--- src/rtl/bram_rd_initiator_pkg.sv ---
// Shared types for the BRAM read initiator: encoding of the per-cycle tag FIFO operation.
package bram_rd_initiator_pkg;

  typedef enum logic [1:0] {
    FIFO_IDLE = 2'b00,
    FIFO_POP  = 2'b01,
    FIFO_PUSH = 2'b10,
    FIFO_BOTH = 2'b11
  } fifo_op_e;

  function automatic fifo_op_e fifo_op(input logic push, input logic pop);
    return fifo_op_e'({push, pop});
  endfunction

endpackage

--- src/rtl/tag_fifo.sv ---
// Synchronous tag FIFO; full/empty come from registered occupancy only, no push-to-head bypass.
module tag_fifo
  import bram_rd_initiator_pkg::*;
#(
  parameter int W_TAG = 4,
  parameter int DEPTH = 4,
  localparam int CW = $clog2(DEPTH + 1),
  localparam int PW = $clog2(DEPTH)
) (
  input  logic             clk,
  input  logic             rst,
  input  logic             push_i,
  input  logic [W_TAG-1:0] push_data_i,
  input  logic             pop_i,
  output logic [W_TAG-1:0] head_o,
  output logic             full_o,
  output logic             empty_o,
  output logic [CW-1:0]    count_o
);

  logic [W_TAG-1:0] mem_q [DEPTH];
  logic [PW-1:0]    wr_ptr_q, wr_ptr_d;
  logic [PW-1:0]    rd_ptr_q, rd_ptr_d;
  logic [CW-1:0]    count_q, count_d;
  logic             push_en, pop_en;

  assign full_o  = (count_q == CW'(DEPTH));
  assign empty_o = (count_q == '0);
  assign count_o = count_q;
  assign head_o  = mem_q[rd_ptr_q];

  assign push_en = push_i & ~full_o;
  assign pop_en  = pop_i & ~empty_o;

  // Pointers are power-of-two wide, so plain increment wraps modulo DEPTH.
  always_comb begin
    wr_ptr_d = wr_ptr_q;
    rd_ptr_d = rd_ptr_q;
    count_d  = count_q;
    case (fifo_op(push_en, pop_en))
      FIFO_PUSH: begin
        wr_ptr_d = wr_ptr_q + 1'b1;
        count_d  = count_q + 1'b1;
      end
      FIFO_POP: begin
        rd_ptr_d = rd_ptr_q + 1'b1;
        count_d  = count_q - 1'b1;
      end
      FIFO_BOTH: begin
        wr_ptr_d = wr_ptr_q + 1'b1;
        rd_ptr_d = rd_ptr_q + 1'b1;
      end
      default: ;
    endcase
  end

  always_ff @(posedge clk) begin
    if (rst) begin
      wr_ptr_q <= '0;
      rd_ptr_q <= '0;
      count_q  <= '0;
    end else begin
      wr_ptr_q <= wr_ptr_d;
      rd_ptr_q <= rd_ptr_d;
      count_q  <= count_d;
    end
  end

  // Storage is not reset; stale entries are unreachable once the pointers clear.
  always_ff @(posedge clk) begin
    if (push_en) begin
      mem_q[wr_ptr_q] <= push_data_i;
    end
  end

endmodule

--- src/rtl/bram_rd_initiator.sv ---
// Requester side of the valid/ready BRAM read port: forwards tagged reads and
// re-attaches each returned word to its tag in issue order.
module bram_rd_initiator
  import bram_rd_initiator_pkg::*;
#(
  parameter int W_DATA    = 16,
  parameter int W_ADDR    = 8,
  parameter int W_TAG     = 4,
  parameter int MAX_OUTST = 4,
  localparam int CW = $clog2(MAX_OUTST + 1)
) (
  input  logic              clk,
  input  logic              rst,
  input  logic              req_valid,
  output logic              req_ready,
  input  logic [W_ADDR-1:0] req_addr,
  input  logic [W_TAG-1:0]  req_tag,
  output logic              addr1_valid,
  input  logic              addr1_ready,
  output logic [W_ADDR-1:0] addr1_data,
  input  logic              data1_valid,
  output logic              data1_ready,
  input  logic [W_DATA-1:0] data1,
  output logic              resp_valid,
  input  logic              resp_ready,
  output logic [W_DATA-1:0] resp_data,
  output logic [W_TAG-1:0]  resp_tag,
  output logic [CW-1:0]     outstanding,
  output logic              err
);

  logic full, empty;
  logic issue_fire, resp_fire;
  logic err_q, err_d;

  assign addr1_valid = req_valid & ~full;
  assign req_ready   = addr1_ready & ~full;
  assign addr1_data  = req_addr;
  assign issue_fire  = req_valid & addr1_ready & ~full;

  assign resp_valid  = data1_valid & ~empty;
  assign data1_ready = resp_ready & ~empty;
  assign resp_data   = data1;
  assign resp_fire   = data1_valid & resp_ready & ~empty;

  tag_fifo #(
    .W_TAG (W_TAG),
    .DEPTH (MAX_OUTST)
  ) u_tag_fifo (
    .clk         (clk),
    .rst         (rst),
    .push_i      (issue_fire),
    .push_data_i (req_tag),
    .pop_i       (resp_fire),
    .head_o      (resp_tag),
    .full_o      (full),
    .empty_o     (empty),
    .count_o     (outstanding)
  );

  // Read data with nothing in flight means the memory broke ordering; latch it.
  assign err_d = err_q | (data1_valid & empty);

  always_ff @(posedge clk) begin
    if (rst) begin
      err_q <= 1'b0;
    end else begin
      err_q <= err_d;
    end
  end

  assign err = err_q;

endmodule

--- config.mk ---
export PLATFORM = sky130hd
export DESIGN_NAME = bram_rd_initiator
export DESIGN_NICKNAME = d
export VERILOG_FILES = /design/src/rtl/bram_rd_initiator_pkg.sv /design/src/rtl/tag_fifo.sv /design/src/rtl/bram_rd_initiator.sv
export SDC_FILE = /design/constraint.sdc
export NUM_CORES = 1
export LEC_CHECK = 0
export CAP_MARGIN = 20
export CORE_ASPECT_RATIO = 1.1
export CORE_MARGIN = 2
export CORE_UTILIZATION = 42
export DETAILED_ROUTE_END_ITERATION = 6
export GPL_ROUTABILITY_DRIVEN = 0
export PLACE_DENSITY = 0.87
export SLEW_MARGIN = 30
export SYNTH_ARGS = -nofsm -noshare
export SYNTH_HDL_FRONTEND = slang
export SYNTH_SLANG_ARGS = --single-unit
--- constraint.sdc ---
create_clock -name clk -period 3.8 [get_ports clk]
set_input_delay 0.95 -clock clk [delete_from_list [all_inputs] [get_ports clk]]
set_output_delay 0.95 -clock clk [all_outputs]
set_load 0.02 [all_outputs]
==> results of run 1 <==
-- sequential cells by signal, summed over array words and instances (netlist names), named ones only --
name                 flops
err                      1
u_tag_fifo.count_o       3
u_tag_fifo.mem_q        16
u_tag_fifo.rd_ptr_q      2
u_tag_fifo.wr_ptr_q      2
-- metal layers --
layer | global-route usage | part of all wire
met2 | 0.216 | 0.49
met3 | 0.0600 | 0.11
met4 | 0.0872 | 0.046
met5 | 0 | 0
met1 | 0.127 | 0.36
-- power breakdown --
part	total, W	switching [W]	leakage, nW	internal [W]
clock	0.000189	0.0000824	0.0279	0.000107
combinational	0.000112	0.0000560	0.243	0.0000563
sequential	0.000327	0.0000143	0.227	0.000313
total	0.000629	0.000153	0.498	0.000476
-- metrics by stage --
step | worst slack, ns | util
global placement | 0.613 | 0.458
detailed placement | 0.570 | 0.458
finish | 0.578 | 0.475
CTS | 0.560 | 0.475
global route | 0.487 | 0.475
floorplan | 1.39 | -
-- critical path: stages --
cell and delay [ns]:
clkdlybuf4s50_1 0.54, nor2b_1 0.16, clkdlybuf4s50_1 0.62
-- worst max-delay path by stage --
stage / to
6_report: resp_valid
5_1_grt: addr1_valid
4_1_cts: resp_valid
3_5_place_dp: resp_valid
3_3_place_gp: resp_valid
2_1_floorplan: addr1_valid
-- Yosys cell counts --
| library cell | count |
|---|---|
| o21ai_0 | 3 |
| a21oi_1 | 5 |
| dfxtp_1 | 10 |
| buf_4 | 24 |
| nor2b_1 | 2 |
| o311ai_4 | 1 |
| inv_1 | 9 |
| xor2_1 | 2 |
| or3_1 | 2 |
| xnor2_1 | 2 |
| fa_1 | 1 |
| ha_1 | 7 |
| edfxtp_1 | 16 |
| nand2_1 | 1 |
| nor2_1 | 9 |
| clkbuf_1 | 1 |
| a21boi_0 | 2 |
| mux4_2 | 4 |
| and2_1 | 4 |
| nor3_1 | 1 |
| o311a_1 | 1 |
-- logic make-up (layout without fill, tap and decap cells) --
group	count (synthesis)	count (layout)
adder cells (fa/ha/maj)	8	8
flip-flops	26	26
XOR/XNOR	4	4
buffers and inverters	34	34
AO/OA/AOI/OAI	12	12
multiplexers	4	4
AND/OR/NAND/NOR	19	19
-- cell usage in the layout (no fill, tap or decap) --
cell             count
o21ai_0              3
a21oi_1              5
clkdlybuf4s50_1     21
a21boi_0             2
mux4_2               4
or3_1                2
xor2_1               2
fa_1                 1
bufinv_16            1
ha_1                 7
o311ai_4             1
xnor2_1              2
o311a_1              1
nor2_1               9
edfxtp_1            16
nand2_1              1
nor2b_1              2
dfxtp_1             10
clkbuf_4             3
and2_1               4
nor3_1               1
inv_1                9
-- layout make-up --
type,count,area [µm²],share of cell area
well taps,34,42.5,0.0296
inverters,9,33.8,0.0235
multi-input cells,47,417,0.290
clock inverters,1,30.0,0.0209
repair buffers,21,210,0.146
flip-flops and latches,26,681,0.474
clock buffers,3,22.5,0.0157
==> results.sh, run 1 <==
export IMPL_outcome="complete, no violations"
export IMPL_grt_pass1_vias=786
export IMPL_worstPathArrival_ns=2.27
export IMPL_cts_setup_buffers=0
export IMPL_synth_cells=107
export IMPL_dieArea_um2=3590
export IMPL_rr_worst_depth=9
export IMPL_grt_overflow_total=0
export IMPL_power_density_nw_per_um2=438
export IMPL_fin_nets=150
export IMPL_rsz0062_at_grt="no"
export IMPL_crit_path_start_kind="input pin"
export IMPL_drive_gt1_frac=0.0841
export IMPL_whs_ns=0.500
export IMPL_antennaDiodeCount=0
export IMPL_port_buffers=21
export IMPL_min_path_cells=2
export IMPL_peakVddDrop_mv=0.208
export IMPL_synth_compound_area_frac=0.0695
export IMPL_gr_usage_all_layers=0.131
export IMPL_synth_fp_nets=149
export IMPL_clockRootBuffer="clkbuf_4"
export IMPL_start_util=0.435
export IMPL_n_fill_cell=275
export IMPL_yosys_area_top_type_share=0.365
export IMPL_setup_viol=0
export IMPL_power_w=0.000629
export IMPL_place_inst=137
export IMPL_post_dp_hpwl_um=1590
export IMPL_crit_path_start="data1_valid"
export IMPL_synth_area_top_cells="edfxtp_1 37%, dfxtp_1 15%, buf_4 14%, mux4_2 6.9%, ha_1 6.7%"
export IMPL_rows=21
export IMPL_cts_tree="done"
export IMPL_ant_nets=0
export IMPL_synth_top_family_by_area="buffers and inverters"
export IMPL_post_synth_and_or_nand_nor_area_fraction=0.0704
export IMPL_min_period_ns=3.22
export IMPL_finalMaxSlewViolations=0
export IMPL_max_freq_mhz=310
export IMPL_dr_first_iter_drc_count=6
export IMPL_synthAdderAreaFrac=0.0818
export IMPL_tightestPinTransition_ns=0.339
export IMPL_stdcell_count=141
export IMPL_maxSlewHeadroom=0.773
export IMPL_place_area_um2=1380
export IMPL_viasPerCell=5.14
export IMPL_die_w_um=57.4
export IMPL_worstPathMaxFanout=3
export IMPL_avgSynthCellArea_um2=12.3
export IMPL_syn_to_final_growth_pct=9.23
export IMPL_worstHoldEndpoint="u_tag_fifo.rd_ptr_q[1]"
export IMPL_clock_path_buffers=2
export IMPL_synth_top_area_cell="edfxtp_1"
export IMPL_fin_area_um2=1440
export IMPL_clkTransAtPathRegs_ns=0.14
export IMPL_crit_type="in -> out"
export IMPL_core_area_um2=3020
export IMPL_drcViolationCount=0
export IMPL_required_ns=2.85
export IMPL_drv_cap=0
export IMPL_cts_resized=0
export IMPL_min_delay_start="u_tag_fifo.rd_ptr_q[1]"
export IMPL_cp_end_kind="primary output"
export IMPL_grt_max_degree=16
export IMPL_timing_rr_end="u_tag_fifo.count_o[2]"
export IMPL_wl_um=2110
export IMPL_hold_buffers=0
export IMPL_synth_xor_area_frac=0.0266
export IMPL_ys_types=21
export IMPL_clk_latency_ns=0.33
export IMPL_finalHoldViolCount=0
export IMPL_period_share=0.848
export IMPL_cts_buffers_inserted=3
export IMPL_hp_class="reg -> reg"
export IMPL_r2r_start="u_tag_fifo.count_o[2]"
export IMPL_route_vias_total=725
export IMPL_firstDrtPassIters=4
export IMPL_h_tree_depth=1
export IMPL_antenna_found_initial=0
export IMPL_grt_pass1_wl_um=3620
export IMPL_setup_tns_ns=0
export IMPL_ios=70
export IMPL_yosysSeqAreaShare=0.518
export IMPL_cts_sinks=26
export IMPL_fin_worst_skew_ns=0.00468
export IMPL_synthMuxAreaShare=0.0685
export IMPL_synth_seq_cells=26
export IMPL_leakage_nw=0.498
export IMPL_netlist_area_um2=1320
export IMPL_r2r_slack_ns=1.40
export IMPL_die_y_um=62.7
export IMPL_synth_warnings=0
export IMPL_wire_per_inst_um=15.0
Note: power is estimated with default switching activity, not from simulation.
==> inputs of run 2 (changes only) <==
--- a/config.mk
+++ b/config.mk
@@ -8,10 +8,10 @@
 export CAP_MARGIN = 20
 export CORE_ASPECT_RATIO = 1.1
 export CORE_MARGIN = 2
-export CORE_UTILIZATION = 42
+export CORE_UTILIZATION = 39
 export DETAILED_ROUTE_END_ITERATION = 6
 export GPL_ROUTABILITY_DRIVEN = 0
-export PLACE_DENSITY = 0.87
+export PLACE_DENSITY = 0.82
 export SLEW_MARGIN = 30
 export SYNTH_ARGS = -nofsm -noshare
 export SYNTH_HDL_FRONTEND = slang
==> constraint.sdc (replaced) <==
create_clock -name clk -period 3.2 [get_ports clk]
set_input_delay 0.8 -clock clk [delete_from_list [all_inputs] [get_ports clk]]
set_output_delay 0.8 -clock clk [all_outputs]
set_load 0.02 [all_outputs]
==> run 2 against run 1 <==
  * Setup slack worse by 0.29 ns
  * Clock-buffer cell count up 1
  * Utilization down 3.8 points
  * Clock power about the same
  * Register-to-register slack worse by 0.61 ns
  * Critical path depth unchanged
  * Power up 13%
  * Sequential power up 19%
  * Wire length about the same
  * Cell count up 1.4%
  * Critical path type unchanged
  * Largest power group unchanged
==> results.sh, run 2 (synthesis results as in run 1) <==
export IMPL_outcome="complete, no violations"
export IMPL_cts_setup_buffers=0
export IMPL_met2_usage=0.213
export IMPL_final_common_cell="clkdlybuf4s50_1"
export IMPL_worstPathMaxFanout=2
export IMPL_clkTransAtPathRegs_ns=0.14
export IMPL_wire_per_inst_um=14.7
export IMPL_finalMaxSlewViolations=0
export IMPL_required_ns=2.40
export IMPL_leakage_nw=0.496
export IMPL_n_fill_cell=325
export IMPL_max_flop_register="u_tag_fifo.mem_q"
export IMPL_rr_worst_depth=9
export IMPL_combPwrFrac=0.187
export IMPL_place_inst=139
export IMPL_port_buffers=21
export IMPL_rsz0062_at_grt="no"
export IMPL_r2r_start="u_tag_fifo.count_o[2]"
export IMPL_rows=22
export IMPL_worstHoldEndpoint="u_tag_fifo.wr_ptr_q[1]"
export IMPL_cts_buffers_inserted=3
export IMPL_worstPathArrival_ns=2.11
export IMPL_die_w_um=59.4
export IMPL_cts_resized=0
export IMPL_finalHoldViolCount=0
export IMPL_setup_viol=0
export IMPL_dr_first_iter_drc_count=4
export IMPL_fin_nets=150
export IMPL_drive_gt1_frac=0.0841
export IMPL_clk_latency_ns=0.31
export IMPL_grt_overflow_total=0
export IMPL_grt_busiest_layer="met2"
export IMPL_clockRootBuffer="clkbuf_4"
export IMPL_die_y_um=64.9
export IMPL_setup_tns_ns=0
export IMPL_firstDrtPassIters=2
export IMPL_crit_type="in -> out"
export IMPL_use_met3=0.0459
export IMPL_power_density_nw_per_um2=495
export IMPL_place_ws_ns=0.263
export IMPL_max_freq_mhz=343
export IMPL_maxSlewHeadroom=0.754
export IMPL_r2r_slack_ns=0.79
export IMPL_post_dp_hpwl_um=1650
export IMPL_h_tree_depth=1
export IMPL_hold_buffers=0
export IMPL_drv_cap=0
export IMPL_sequentialPowerShare=0.548
export IMPL_worst_slack_ns=0.289
export IMPL_crit_path_start_kind="input pin"
export IMPL_core_area_um2=3280
export IMPL_stdcell_count=143
export IMPL_dieArea_um2=3850
export IMPL_grt_pass1_wl_um=3550
export IMPL_cp_end_kind="primary output"
export IMPL_route_vias_total=727
export IMPL_cts_tree="done"
export IMPL_period_share=0.910
export IMPL_cts_sinks=26
export IMPL_min_path_cells=2
export IMPL_tightestPinTransition_ns=0.367
export IMPL_fin_worst_skew_ns=0.00401
export IMPL_grtUsageMet1=0.132
export IMPL_start_util=0.401
export IMPL_drcViolationCount=0
export IMPL_largest_register_ffs=16
export IMPL_sw_frac_of_total=0.248
export IMPL_timing_rr_end="u_tag_fifo.count_o[2]"
export IMPL_p_clk_frac=0.265
export IMPL_grt_pass1_vias=764
export IMPL_viasPerCell=5.08
export IMPL_min_period_ns=2.91
export IMPL_wl_um=2110
export IMPL_antenna_found_initial=0
export IMPL_syn_to_final_growth_pct=9.04
export IMPL_power_w=0.000710
export IMPL_min_delay_start="u_tag_fifo.wr_ptr_q[1]"
export IMPL_gr_usage_all_layers=0.123
export IMPL_clock_path_buffers=2
export IMPL_ios=70
export IMPL_p_switching_w=0.000176
export IMPL_final_cell_mix="21 x clkdlybuf4s50_1, 16 x edfxtp_1, 10 x dfxtp_1"
export IMPL_final_core_util=0.438
export IMPL_ant_nets=0
export IMPL_hp_class="reg -> reg"
export IMPL_peakVddDrop_mv=0.218
export IMPL_internal_power_w=0.000534
export IMPL_grt_max_degree=16
export IMPL_antennaDiodeCount=0
-- run 2: cell types whose count changed in the layout (fill, tap and decap cells not counted), sizes merged --
cell	delta
bufinv	-1
clkbuf	+1
-- run 2: metal layers --
metal / wire, µm / vias to the layer above
li1: - / 338
met1: 768 / 339
met2: 1100 / 40
met3: 192 / 10
met4: 46 / 0
met5: 0 / -
-- run 2: worst max-delay path: stages --
cell and delay [ns]:
clkdlybuf4s50_1 0.48, a21boi_0 0.19, clkdlybuf4s50_1 0.64
-- run 2: how the worst max path moves through the flow --
| stage | start | end | slack (ns) | cells past startpoint |
|---|---|---|---|---|
| finish | req_valid | addr1_valid | 0.29 | 3 |
| detailed placement | data1_valid | u_tag_fifo.count_o[2] | 0.26 | 9 |
| floorplan | u_tag_fifo.count_o[2] | u_tag_fifo.count_o[2] | 0.90 | 9 |
| CTS | req_valid | addr1_valid | 0.28 | 3 |
| global route | req_valid | addr1_valid | 0.18 | 3 |
| global placement | data1_valid | resp_valid | 0.30 | 3 |
-- run 2: cell type report --
class | count | area, µm² | area share
Timing Repair Buffer | 21 | 210 | 0.147
Inverter | 9 | 33.8 | 0.0236
Multi-Input combinational cell | 47 | 417 | 0.291
Clock buffer | 4 | 47.5 | 0.0332
Tap cell | 36 | 45.0 | 0.0314
Sequential cell | 26 | 681 | 0.475
-- run 2: power groups by stage --
stage	sequential [W]	clock, W	combinational [W]
after CTS	0.000390	0.000196	0.000135
after floorplan	0.000400	0	0.000114
after detailed placement	0.000397	0	0.000135
after global routing	0.000392	0.000209	0.000148
after global placement	0.000395	0	0.000129
final	0.000389	0.000188	0.000133
-- run 2: per-stage QoR --
stage,area [µm²],hold slack (ns)
after global routing,1430,0.551
final,1430,0.503
after detailed placement,1390,0.482
after global placement,1390,0.459
after floorplan,1320,0.459
after CTS,1430,0.509
==> inputs of run 3 (changes only) <==
--- a/config.mk
+++ b/config.mk
@@ -5,10 +5,11 @@
 export SDC_FILE = /design/constraint.sdc
 export NUM_CORES = 1
 export LEC_CHECK = 0
+export ABC_AREA = 1
 export CAP_MARGIN = 20
 export CORE_ASPECT_RATIO = 1.1
 export CORE_MARGIN = 2
-export CORE_UTILIZATION = 39
+export CORE_UTILIZATION = 40
 export DETAILED_ROUTE_END_ITERATION = 6
 export GPL_ROUTABILITY_DRIVEN = 0
 export PLACE_DENSITY = 0.82
==> run 3 against run 2 <==
  * Hold slack is essentially flat
  * Clock-buffer cell count shrank 1
  * Cell count grew 36%
  * Power shrank 4.7%
  * Die area grew 2.3%
  * First-iteration DRC count grew to 4.0 times the previous value
  * Cell area grew 3.7%
  * Non-clock buffer count is the same
  * Clock skew is essentially flat
  * Area after synthesis grew 5.0%
  * Synthesized cell count grew 36%
  * Critical path type unchanged
  * Critical endpoint unchanged
  * Largest cell class unchanged
==> results.sh, run 3 <==
export IMPL_synth_edf_count=16
export IMPL_cp_end_kind="primary output"
export IMPL_required_ns=2.40
export IMPL_cts_resized=0
export IMPL_port_buffers=21
export IMPL_period_share=0.897
export IMPL_worstPathArrival_ns=2.07
export IMPL_fin_nets=189
export IMPL_synth_warnings=0
export IMPL_min_path_cells=1
export IMPL_grt_max_degree=15
export IMPL_cts_setup_buffers=0
export IMPL_largest_register_ffs=16
export IMPL_cts_tree="done"
export IMPL_timing_rr_end="u_tag_fifo.count_o[2]"
export IMPL_hp_class="reg -> reg"
export IMPL_ys_types=22
export IMPL_wire_per_inst_um=10.7
export IMPL_die_y_um=65.6
export IMPL_worst_slack_ns=0.329
export IMPL_synth_fp_nets=188
export IMPL_grt_pass1_wl_um=3400
export IMPL_grt_pass1_vias=814
export IMPL_antennaDiodeCount=0
export IMPL_fin_worst_skew_ns=0.00361
export IMPL_async_reset_ff_frac=0
export IMPL_min_period_ns=2.87
export IMPL_worstPathMaxFanout=2
export IMPL_start_util=0.415
export IMPL_r2r_slack_ns=1.30
export IMPL_grt_overflow_total=0
export IMPL_route_vias_total=843
export IMPL_h_tree_depth=1
export IMPL_max_flop_register="u_tag_fifo.mem_q"
export IMPL_final_common_cell="inv_1"
export IMPL_crit_type="in -> out"
export IMPL_setup_viol=0
export IMPL_setup_tns_ns=0
export IMPL_clockRootBuffer="clkbuf_4"
export IMPL_dieArea_um2=3940
export IMPL_final_core_util=0.446
export IMPL_n_fill_cell=310
export IMPL_fin_area_um2=1490
export IMPL_max_freq_mhz=348
export IMPL_power_density_nw_per_um2=455
export IMPL_cts_sinks=26
export IMPL_ys_flop_type="edfxtp_1"
export IMPL_regArea_um2=681
export IMPL_multi_input_area_um2=415
export IMPL_finalMaxSlewViolations=0
export IMPL_peakVddDrop_mv=0.203
export IMPL_clk_latency_ns=0.32
export IMPL_antenna_found_initial=0
export IMPL_ios=70
export IMPL_die_w_um=60.0
export IMPL_whs_ns=0.503
export IMPL_rr_worst_depth=13
export IMPL_place_ws_ns=0.323
export IMPL_clkTransAtPathRegs_ns=0.13
export IMPL_drive_gt1_frac=0.0685
export IMPL_synth_area_top_cells="edfxtp_1 35%, dfxtp_1 14%, buf_4 13%, inv_1 6.5%, ha_1 6.3%"
export IMPL_outcome="complete, no violations"
export IMPL_drcViolationCount=0
export IMPL_hold_buffers=0
export IMPL_synth_cells=146
export IMPL_finalHoldViolCount=0
export IMPL_avgSynthCellArea_um2=9.46
export IMPL_drv_cap=0
export IMPL_yosys_top_cells_count="24 x buf_4, 24 x inv_1, 23 x nor2_1, 16 x edfxtp_1, 11 x o21ai_0"
export IMPL_netlist_area_um2=1380
export IMPL_yosysSeqAreaShare=0.493
export IMPL_clock_path_buffers=2
export IMPL_final_cell_mix="24 x inv_1, 23 x nor2_1, 21 x clkdlybuf4s50_1"
export IMPL_place_area_um2=1460
export IMPL_viasPerCell=4.35
export IMPL_dr_first_iter_drc_count=16
export IMPL_r2r_start="u_tag_fifo.count_o[1]"
export IMPL_ant_nets=0
export IMPL_syn_to_final_growth_pct=7.61
export IMPL_synth_seq_cells=26
export IMPL_gr_usage_all_layers=0.115
export IMPL_core_area_um2=3330
export IMPL_rsz0062_at_grt="no"
export IMPL_tightestPinTransition_ns=0.422
export IMPL_worstHoldEndpoint="err"
export IMPL_maxSlewHeadroom=0.717
export IMPL_crit_path_start_kind="input pin"
export IMPL_rows=22
export IMPL_min_delay_start="err"
export IMPL_cts_buffers_inserted=3
export IMPL_wl_um=2080
export IMPL_firstDrtPassIters=3
export IMPL_post_dp_hpwl_um=1590
export IMPL_synth_top_area_cell="edfxtp_1"
export IMPL_leakage_nw=0.601
export IMPL_yosys_area_top_type_share=0.348
[run 3: metrics by stage]
stage               total power (W)  std cells
CTS                        0.000683        194
global route               0.000713        194
finish                     0.000676        194
global placement           0.000543        190
floorplan                  0.000528        146
detailed placement         0.000547        190
[run 3: critical path, stage by stage]
cell,delay [ns]
clkdlybuf4s50_1,0.52
inv_1,0.05
nor2_1,0.09
clkdlybuf4s50_1,0.60
[run 3: report_power, final]
part	internal (W)	leakage, nW	switching, W
Sequential	0.000373	0.227	0.0000133
Clock	0.0000457	0.0154	0.0000921
Combinational	0.0000661	0.358	0.0000857
Total	0.000485	0.601	0.000191
[run 3: worst max path at each step]
stage,start,to,slack (ns),depth (start not counted)
after floorplan,addr1_ready,u_tag_fifo.count_o[2],1.20,12
after global placement,req_valid,addr1_valid,0.34,4
after detailed placement,req_valid,addr1_valid,0.32,4
after CTS,req_valid,addr1_valid,0.32,4
after global routing,addr1_ready,req_ready,0.27,4
final,req_valid,addr1_valid,0.33,4
[run 3: routing by layer]
metal  vias up  share of wire  track usage
li1        438              -            -
met1       365           0.43        0.128
met2        27           0.49        0.193
met3        13          0.058       0.0276
met4         0          0.030       0.0694
met5         -              0            0
[run 3: cells by family (layout without fill, tap and decap cells)]
family                   Yosys count  count (layout)  share of synthesized area
buffers and inverters             50              50                      0.207
AND/OR/NAND/NOR                   40              40                      0.136
flip-flops                        26              26                      0.493
AO/OA/AOI/OAI                     22              22                     0.0869
adder cells (fa/ha/maj)            8               8                     0.0779
[run 3: area by class of cell]
cell class	count	area share
Timing Repair Buffer	21	0.141
Inverter	25	0.0631
Sequential cell	26	0.458
Clock buffer	3	0.0152
Clock inverter	1	0.00253
Tap cell	48	0.0404
Multi-Input combinational cell	70	0.279
